## config.mk

```make
export PLATFORM = sky130hd
export DESIGN_NAME = mem_arb_flat
export DESIGN_NICKNAME = d
export VERILOG_FILES = /design/src/rtl/mem_arb_if.sv /design/src/rtl/mem_arb.sv /design/src/flat_wrapper.sv
export SDC_FILE = /design/constraint.sdc
export NUM_CORES = 1
export LEC_CHECK = 0
export CORE_AREA = 4 4 110 112
export CTS_BUF_LIST = sky130_fd_sc_hd__clkbuf_16
export CTS_CLUSTER_SIZE = 40
export DETAILED_ROUTE_END_ITERATION = 6
export DIE_AREA = 0 0 114 116
export DONT_BUFFER_PORTS = 1
export PLACE_DENSITY_LB_ADDON = 0.25
export RECOVER_POWER = 100
export SLEW_MARGIN = 0
export SYNTH_ARGS = -nofsm -noshare
export SYNTH_HDL_FRONTEND = slang
export SYNTH_SLANG_ARGS = --single-unit
export TNS_END_PERCENT = 50
```

## constraint.sdc

```tcl
create_clock -name clk -period 1.34 [get_ports clk]
set_input_delay 0.134 -clock clk [delete_from_list [all_inputs] [get_ports clk]]
set_output_delay 0.134 -clock clk [all_outputs]
set_load 0.01 [all_outputs]
```

## src/rtl/mem_arb_if.sv

```systemverilog
// ---------------------------------------------------------------------------
// mem_arb_if
//   Bus bundle between the two requesters, the arbiter and the shared
//   bit-masked memory. The arbiter uses the 'slave' modport; the requester and
//   memory side, which is a testbench or the surrounding system, uses 'master'.
//
//   Requester side:
//     req_valid[1:0]        request pending, one bit per requester
//     req_ready[1:0]        request accepted this cycle (one-hot or zero)
//     req_wr[1:0]           1 = masked write, 0 = read
//     req_addr0/1           request address
//     req_wdata0/1          write data
//     req_mask0/1           write bit mask, 1 = bit written
//     rsp_valid[1:0]        one-cycle read-data pulse per requester
//     rsp_rdata             shared read data, qualified by rsp_valid
//   Memory side:
//     c_en, wr              access enable and write strobe
//     addr, wr_data         memory address and write data
//     bit_mask              memory write mask
//     rd_data               memory read data, valid one cycle after a read issue
// ---------------------------------------------------------------------------
interface mem_arb_if #(
  parameter int ADDR_W = 8,
  parameter int DATA_W = 32
);
  logic [1:0]        req_valid;
  logic [1:0]        req_ready;
  logic [1:0]        req_wr;
  logic [ADDR_W-1:0] req_addr0;
  logic [ADDR_W-1:0] req_addr1;
  logic [DATA_W-1:0] req_wdata0;
  logic [DATA_W-1:0] req_wdata1;
  logic [DATA_W-1:0] req_mask0;
  logic [DATA_W-1:0] req_mask1;
  logic [1:0]        rsp_valid;
  logic [DATA_W-1:0] rsp_rdata;
  logic              c_en;
  logic              wr;
  logic [ADDR_W-1:0] addr;
  logic [DATA_W-1:0] wr_data;
  logic [DATA_W-1:0] bit_mask;
  logic [DATA_W-1:0] rd_data;

  modport slave (
    input  req_valid, req_wr, req_addr0, req_addr1,
           req_wdata0, req_wdata1, req_mask0, req_mask1, rd_data,
    output req_ready, rsp_valid, rsp_rdata,
           c_en, wr, addr, wr_data, bit_mask
  );

  modport master (
    output req_valid, req_wr, req_addr0, req_addr1,
           req_wdata0, req_wdata1, req_mask0, req_mask1, rd_data,
    input  req_ready, rsp_valid, rsp_rdata,
           c_en, wr, addr, wr_data, bit_mask
  );
endinterface

```

## src/rtl/mem_arb.sv

```systemverilog
// ---------------------------------------------------------------------------
// mem_arb
//   Two-requester arbiter in front of a single bit-masked synchronous memory.
//   Accepts at most one request per cycle (combinational grant), registers the
//   winner's access onto the memory port in the following cycle, and returns
//   read data to the requester that issued the read one cycle after that.
//
//   Ports:
//     clk     sole clock, rising edge
//     rst_n   asynchronous active-low reset
//     bus     mem_arb_if.slave: requester handshake, response and memory port
//
//   Build option:
//     MEM_ARB_FIXED_PRIO_EN  defined   -> requester 0 always wins ties (no
//                                         priority pointer, requester 1 can
//                                         starve)
//                            undefined -> round-robin tie break (default)
// ---------------------------------------------------------------------------
module mem_arb #(
  parameter int ADDR_W = 8,
  parameter int DATA_W = 32
) (
  input logic      clk,
  input logic      rst_n,
  mem_arb_if.slave bus
);

  // -------------------------------------------------------------------------
  // Acceptance
  // -------------------------------------------------------------------------
  logic              win_id;
  logic [1:0]        grant;
  logic              xfer;
  logic              win_wr;
  logic [ADDR_W-1:0] win_addr;
  logic [DATA_W-1:0] win_wdata;
  logic [DATA_W-1:0] win_mask;

`ifndef MEM_ARB_FIXED_PRIO_EN
  // Points at the requester that wins the next tie.
  logic prio_q;
  logic prio_d;
`endif

  always_comb begin
    win_id = 1'b0;
`ifdef MEM_ARB_FIXED_PRIO_EN
    if (!bus.req_valid[0]) win_id = 1'b1;
`else
    if (bus.req_valid == 2'b11) win_id = prio_q;
    else if (bus.req_valid[1]) win_id = 1'b1;
`endif
    // No grant is given while reset is asserted.
    grant = 2'b00;
    if (rst_n && (bus.req_valid != 2'b00)) grant = win_id ? 2'b10 : 2'b01;
  end

  assign xfer          = |grant;
  assign bus.req_ready = grant;

  // Only the winner's fields are ever looked at.
  assign win_wr    = bus.req_wr[win_id];
  assign win_addr  = win_id ? bus.req_addr1  : bus.req_addr0;
  assign win_wdata = win_id ? bus.req_wdata1 : bus.req_wdata0;
  assign win_mask  = win_id ? bus.req_mask1  : bus.req_mask0;

`ifndef MEM_ARB_FIXED_PRIO_EN
  // After a transfer the loser gets the next tie; otherwise hold.
  assign prio_d = xfer ? ~win_id : prio_q;

  always_ff @(posedge clk or negedge rst_n) begin
    if (!rst_n) prio_q <= 1'b0;
    else        prio_q <= prio_d;
  end
`endif

  // -------------------------------------------------------------------------
  // Issue stage: registered memory command
  // -------------------------------------------------------------------------
  logic              c_en_q,     c_en_d;
  logic              wr_q,       wr_d;
  logic [ADDR_W-1:0] addr_q,     addr_d;
  logic [DATA_W-1:0] wr_data_q,  wr_data_d;
  logic [DATA_W-1:0] bit_mask_q, bit_mask_d;
  logic              iss_id_q,   iss_id_d;

  always_comb begin
    c_en_d     = xfer;
    wr_d       = xfer & win_wr;
    addr_d     = addr_q;
    wr_data_d  = wr_data_q;
    bit_mask_d = bit_mask_q;
    iss_id_d   = iss_id_q;
    if (xfer) begin
      addr_d     = win_addr;
      // Reads drive zero data/mask so the memory never sees stale write data.
      wr_data_d  = win_wr ? win_wdata : '0;
      bit_mask_d = win_wr ? win_mask  : '0;
      iss_id_d   = win_id;
    end
  end

  always_ff @(posedge clk or negedge rst_n) begin
    if (!rst_n) begin
      c_en_q     <= 1'b0;
      wr_q       <= 1'b0;
      addr_q     <= '0;
      wr_data_q  <= '0;
      bit_mask_q <= '0;
      iss_id_q   <= 1'b0;
    end else begin
      c_en_q     <= c_en_d;
      wr_q       <= wr_d;
      addr_q     <= addr_d;
      wr_data_q  <= wr_data_d;
      bit_mask_q <= bit_mask_d;
      iss_id_q   <= iss_id_d;
    end
  end

  assign bus.c_en     = c_en_q;
  assign bus.wr       = wr_q;
  assign bus.addr     = addr_q;
  assign bus.wr_data  = wr_data_q;
  assign bus.bit_mask = bit_mask_q;

  // -------------------------------------------------------------------------
  // Response stage
  // -------------------------------------------------------------------------
  // The memory's rd_data is already a register output that becomes valid in
  // the cycle after the read issue, which is exactly the response cycle. It is
  // forwarded while a pulse is active and captured into rdata_hold_q so the
  // shared data bus is stable (and zero after reset) between responses.
  logic [1:0]        rsp_valid_q,  rsp_valid_d;
  logic [DATA_W-1:0] rdata_hold_q, rdata_hold_d;
  logic              rsp_any;

  assign rsp_any = |rsp_valid_q;

  always_comb begin
    rsp_valid_d = 2'b00;
    if (c_en_q && !wr_q) rsp_valid_d = iss_id_q ? 2'b10 : 2'b01;
    rdata_hold_d = rsp_any ? bus.rd_data : rdata_hold_q;
  end

  always_ff @(posedge clk or negedge rst_n) begin
    if (!rst_n) begin
      rsp_valid_q  <= 2'b00;
      rdata_hold_q <= '0;
    end else begin
      rsp_valid_q  <= rsp_valid_d;
      rdata_hold_q <= rdata_hold_d;
    end
  end

  assign bus.rsp_valid = rsp_valid_q;
  assign bus.rsp_rdata = rsp_any ? bus.rd_data : rdata_hold_q;

endmodule
```

## src/flat_wrapper.sv

```systemverilog
// flat-port wrapper written by rule: the top's interface ports become plain ports
module mem_arb_flat 
#(
  parameter int ADDR_W = 8,
  parameter int DATA_W = 32
)
  (clk, rst_n, bus_req_valid, bus_req_wr, bus_req_addr0, bus_req_addr1, bus_req_wdata0, bus_req_wdata1, bus_req_mask0, bus_req_mask1, bus_rd_data, bus_req_ready, bus_rsp_valid, bus_rsp_rdata, bus_c_en, bus_wr, bus_addr, bus_wr_data, bus_bit_mask);
  mem_arb_if #(.ADDR_W(ADDR_W), .DATA_W(DATA_W)) bus_i ();
  input logic clk;
  input logic rst_n;
  input wire logic [$bits(bus_i.req_valid)-1:0] bus_req_valid;
  input wire logic [$bits(bus_i.req_wr)-1:0] bus_req_wr;
  input wire logic [$bits(bus_i.req_addr0)-1:0] bus_req_addr0;
  input wire logic [$bits(bus_i.req_addr1)-1:0] bus_req_addr1;
  input wire logic [$bits(bus_i.req_wdata0)-1:0] bus_req_wdata0;
  input wire logic [$bits(bus_i.req_wdata1)-1:0] bus_req_wdata1;
  input wire logic [$bits(bus_i.req_mask0)-1:0] bus_req_mask0;
  input wire logic [$bits(bus_i.req_mask1)-1:0] bus_req_mask1;
  input wire logic [$bits(bus_i.rd_data)-1:0] bus_rd_data;
  output wire logic [$bits(bus_i.req_ready)-1:0] bus_req_ready;
  output wire logic [$bits(bus_i.rsp_valid)-1:0] bus_rsp_valid;
  output wire logic [$bits(bus_i.rsp_rdata)-1:0] bus_rsp_rdata;
  output wire logic [$bits(bus_i.c_en)-1:0] bus_c_en;
  output wire logic [$bits(bus_i.wr)-1:0] bus_wr;
  output wire logic [$bits(bus_i.addr)-1:0] bus_addr;
  output wire logic [$bits(bus_i.wr_data)-1:0] bus_wr_data;
  output wire logic [$bits(bus_i.bit_mask)-1:0] bus_bit_mask;
  assign bus_i.req_valid = bus_req_valid;
  assign bus_i.req_wr = bus_req_wr;
  assign bus_i.req_addr0 = bus_req_addr0;
  assign bus_i.req_addr1 = bus_req_addr1;
  assign bus_i.req_wdata0 = bus_req_wdata0;
  assign bus_i.req_wdata1 = bus_req_wdata1;
  assign bus_i.req_mask0 = bus_req_mask0;
  assign bus_i.req_mask1 = bus_req_mask1;
  assign bus_i.rd_data = bus_rd_data;
  assign bus_req_ready = bus_i.req_ready;
  assign bus_rsp_valid = bus_i.rsp_valid;
  assign bus_rsp_rdata = bus_i.rsp_rdata;
  assign bus_c_en = bus_i.c_en;
  assign bus_wr = bus_i.wr;
  assign bus_addr = bus_i.addr;
  assign bus_wr_data = bus_i.wr_data;
  assign bus_bit_mask = bus_i.bit_mask;
  mem_arb #(.ADDR_W(ADDR_W), .DATA_W(DATA_W)) u_core (.clk(clk), .rst_n(rst_n), .bus(bus_i));
endmodule
```

==> results of run 1 <==
metrics by stage:
stage / setup TNS (ns) / cells
3_3_place_gp: -4.19 / 531
2_1_floorplan: -0.867 / 399
3_5_place_dp: -6.81 / 531
cells by family after synthesis:
kind of cell / synth area share
AO/OA/AOI/OAI: 0.0895
buffers and inverters: 0.0306
flip-flops: 0.590
multiplexers: 0.214
AND/OR/NAND/NOR: 0.0756
Yosys cell counts, drive strengths merged:
library cell,count,share of area
a21oi,1,0.0011
a21o,2,0.0032
nor3b,1,0.0016
a22oi,8,0.013
a32oi,1,0.0019
mux2i,64,0.14
mux2,32,0.077
and3b,1,0.0019
inv,3,0.0024
nand2,81,0.066
nor2,2,0.0016
nor3,1,0.0021
nand2b,1,0.0013
nor2b,1,0.0013
clkbuf,9,0.0072
dfrtp,110,0.59
buf,16,0.021
o21ai,65,0.071
==> results.md, run 1 <==
* Post-cts sizing count at 104
* Stopped at: clock tree synthesis
* IO buf count at 0
* Clock Path Buffers at 2
* Dpl ws at -0.225 ns
* Err: [ERROR RSZ-0060] Max buffer count reached.
* Flops & latches, synth at 110
* Post-CTS Setup Inserts at 18
* IO Pins at 292
* Die Ht at 116 um
* CTS root buf: clkbuf_16
* Synthesized instance count at 399
* Status: aborted with a tool error
* CTS Buf Count at 9
* GP Congestion at 0.769
* Post-synthesis cell type count at 23
* Row cnt at 39
* Die W at 114 um
* Initial Util at 0.416
* H-Tree Depth at 3
* Dpl hpwl at 8750 um
* Synth warn at 0
* Cell Area, Placed at 0.00492 sq mm
* Post-synthesis net count at 581
* Hold Buf Count CTS at 117
* Syn Std Cell Area at 0.00467 sq mm
* Sequential fraction of the synthesis area at 0.590
* CTS sink cnt at 110
* Syn_area_per_cell at 11.7 sq um
==> run 2, diff against run 1 <==
Settings changed: CORE_AREA 4 4 110 112 to default, CORE_MARGIN from default to 4, CORE_UTILIZATION from default to 40, CTS_BUF_LIST sky130_fd_sc_hd__clkbuf_16 to default, CTS_CLUSTER_SIZE 40 to default, DIE_AREA 0 0 114 116 to default, PLACE_DENSITY_LB_ADDON 0.25 to 0.15.
Clock period 1.34 ns to 1.75 ns, I/O delays scaled along.
==> results.md, run 2 <==
* Die area at 0.0135 sq mm
* Psw at 1850 uW
* Via count at 3032
* Final std cells w/o fill at 565
* Max Slew Vio Count at 0
* Synth cell count leaders: dfrtp_1, nand2_1, mux2i_1 (unchanged)
* Drt drc at 0
* Wire length per cell at 21.1 um
* Post-synthesis net count at 581 (unchanged)
* Die W at 116 um (was 114 um)
* Clk_lat worst skew at 0.34 ns
* Post-synthesis cell type count at 23 (unchanged)
* Top post-synthesis cells by area: dfrtp_1, mux2i_1, mux2_2 (unchanged)
* Peak VDD IR at 850 uV
* RSZ-0062 raised after global routing: true
* Clock Power Share at 0.309
* Status: finished with violations (was aborted with a tool error)
* Synth top area share at 0.590 (unchanged)
* Worst Skew at 0.0114 ns
* Hold Vio Cnt, Final at 110
* Sequential fraction of the synthesis area at 0.590 (unchanged)
* Synth warn at 0 (unchanged)
* Comb power frac at 0.187
* Most used DFF post-synth: dfrtp_1 (unchanged)
* CP Capture Type: output port
* Layout cell share with drive strength beyond 1 at 0.156
* Cell area power density at 1210 mW/mm^2
* Synthesis-to-layout area growth at 18.8%
* Final ANT Viol Nets at 0
* Syn Std Cell Area at 0.00467 sq mm (unchanged)
* Type of the tightest min-delay check: primary input to async pin
* Startpoint type of the worst setup path: flip-flop
* Req. time, crit path at 1.57 ns
* Vias/cell at 5.37
* Synth area leader: dfrtp_1 (unchanged)
* Syn_area_per_cell at 11.7 sq um (unchanged)
* Final Cycle Share at 1.01
* Max Cap Viol at 0
* Placed Cells at 527 (was 531)
* Slew Limit Headroom at 0.216
* Largest net degree at the start of global routing at 113
* IO Pins at 292 (unchanged)
* Dpl hpwl at 8580 um (was 8750 um)
* GP Congestion at 0.710 (was 0.769)
* Worst-path fanout max at 8
* Setup TNS at -0.0666 ns
* Setup ws final at -0.00948 ns
* Vias in the first global route at 3103
* Most common cell in the netlist: dfrtp_1 (unchanged)
* Critical path type: flip-flop to output port
* Clock Path Buffers at 2 (unchanged)
* IO buf count at 0 (unchanged)
* Flops & latches, synth at 110 (unchanged)
* WHS at -0.474 ns
* Antenna Cells at 0
* Async set-or-reset flop fraction in the synthesized netlist at 1.00 (unchanged)
* Sequential Power Share at 0.504
* EDFF count, synth at 0 (unchanged)
* CTS sink cnt at 110 (unchanged)
* CTS root buf: clkbuf_16 (unchanged)
* Area of the core at 0.0114 sq mm
* Min Tclk post-route at 1.76 ns
* Final setup fails at 8
* Initial DRC count at 132
* Nets at 599
* Fillcell total at 1032
* Global-route wire length before repair at 16600 um
* Routed WL at 11900 um
* Net Sw Frac at 0.276
* CTS tree: built
* Synthesized instance count at 399 (unchanged)
* Commonest cells after routing, fill and taps aside: dfrtp_1, nand2_1, mux2i_1
* H-Tree Depth at 3 (unchanged)
* LEAKAGE at 0.00277 uW
* Gr usage total at 0.164
* Total congestion overflow at 0
* Clk slew on worst S/H paths at 0.07 ns
* Critical path arrival at 1.58 ns
* Drt pass-1 iters at 4
* Measured slew at the worst slew-check pin at 1.18 ns
* Commonest non-fill, non-tap cell in the layout: dfrtp_1
* Initial Util at 0.409 (was 0.416)
* Int Pwr at 4850 uW
* Row cnt at 39 (unchanged)
* CTS Buf Count at 9 (unchanged)
* Die Ht at 116 um (about the same)
* Violated checks: hold timing, setup timing
* Initial antenna violation count at 0
* FMAX at 0.568 GHz
-- run 2: path summary, 6_finish.rpt --
check | start | end | slack (ns) | cells after the start
worst max register to register | u_core.prio_q$_DFFE_PN0P_ | u_core.bus.wr_data[11]$_DFFE_PN0P_ | 0.15 | 5
max in group asynchronous | rst_n | u_core.bus.rsp_valid[0]$_DFF_PN0_ | 2.05 | 0
worst max-delay path | u_core.bus.rsp_valid[1]$_DFF_PN0_ | bus_rsp_rdata[30] | -0.009 | 4
min in group clk | bus_req_mask1[19] | u_core.bus.bit_mask[19]$_DFFE_PN0P_ | 0.02 | 2
worst min register to register | u_core.iss_id_q$_DFFE_PN0P_ | u_core.bus.rsp_valid[0]$_DFF_PN0_ | 0.47 | 1
worst min-delay path | rst_n | u_core.rdata_hold_q[2]$_DFF_PN0_ | -0.47 | 0
-- run 2: through the flow --
stage	total power [uW]	setup WS [ns]	hold slack [ns]	util	cell area [sq um]
6_report	6700	-0.00948	-0.474	0.486	5550
5_1_grt	7060	-0.0862	-0.509	0.486	5550
4_1_cts	6750	-0.0667	-0.494	0.481	5490
3_5_place_dp	4470	0.176	-0.118	0.427	4870
3_3_place_gp	4430	0.221	-0.118	0.427	4870
2_1_floorplan	4160	0.319	-0.121	-	4670
-- run 2: final cells by class --
class | instances | area (sq um) | area share
flip-flops and latches | 110 | 2760 | 0.497
multi-input cells | 261 | 1920 | 0.346
repair buffers | 32 | 369 | 0.0665
clock buffers | 14 | 274 | 0.0494
well taps | 143 | 179 | 0.0323
clock inverters | 2 | 38.8 | 0.00699
inverters | 3 | 11.3 | 0.00203
-- run 2: power by group through the flow --
stage | registers, uW | clock network [uW] | logic, uW
2_1_floorplan | 3310 | 0 | 853
3_3_place_gp | 3410 | 0 | 1030
3_5_place_dp | 3420 | 0 | 1050
4_1_cts | 3380 | 2150 | 1220
5_1_grt | 3430 | 2260 | 1370
6_report | 3380 | 2070 | 1250
-- run 2: per-layer routing --
layer  part of all wire  track usage
met1               0.35        0.172
met2               0.53        0.297
met3               0.12       0.0789
met4             0.0082       0.0394
met5                  0            0
-- run 2: worst max-delay path: stages, from the launching register on --
cell and delay (ns):
dfrtp_2 0.45, nor2_4 0.16, buf_6 0.14, clkbuf_16 0.16
mux2_4 0.33
-- run 2: cells by family (layout without fill, tap and decap cells) --
group           count (synthesis)  count (layout)  share of synthesized area
buf+inv                        28              51                     0.0306
simple gates                   88              88                     0.0756
compound gates                 77              77                     0.0895
mux                            96              96                      0.214
flops                         110             110                      0.590
-- run 2: repair_timing --
action / in CTS / in global routing
cloned: 1 / 1
gates resized for setup: 25 / 13
hold endpoints to repair: 118 / 113
setup endpoints to repair: 32 / 33
pin swaps: 1 / 1
buffers inserted: 2 / 0
hold buffers: 16 / 3
(Power assumes the default switching activity.)
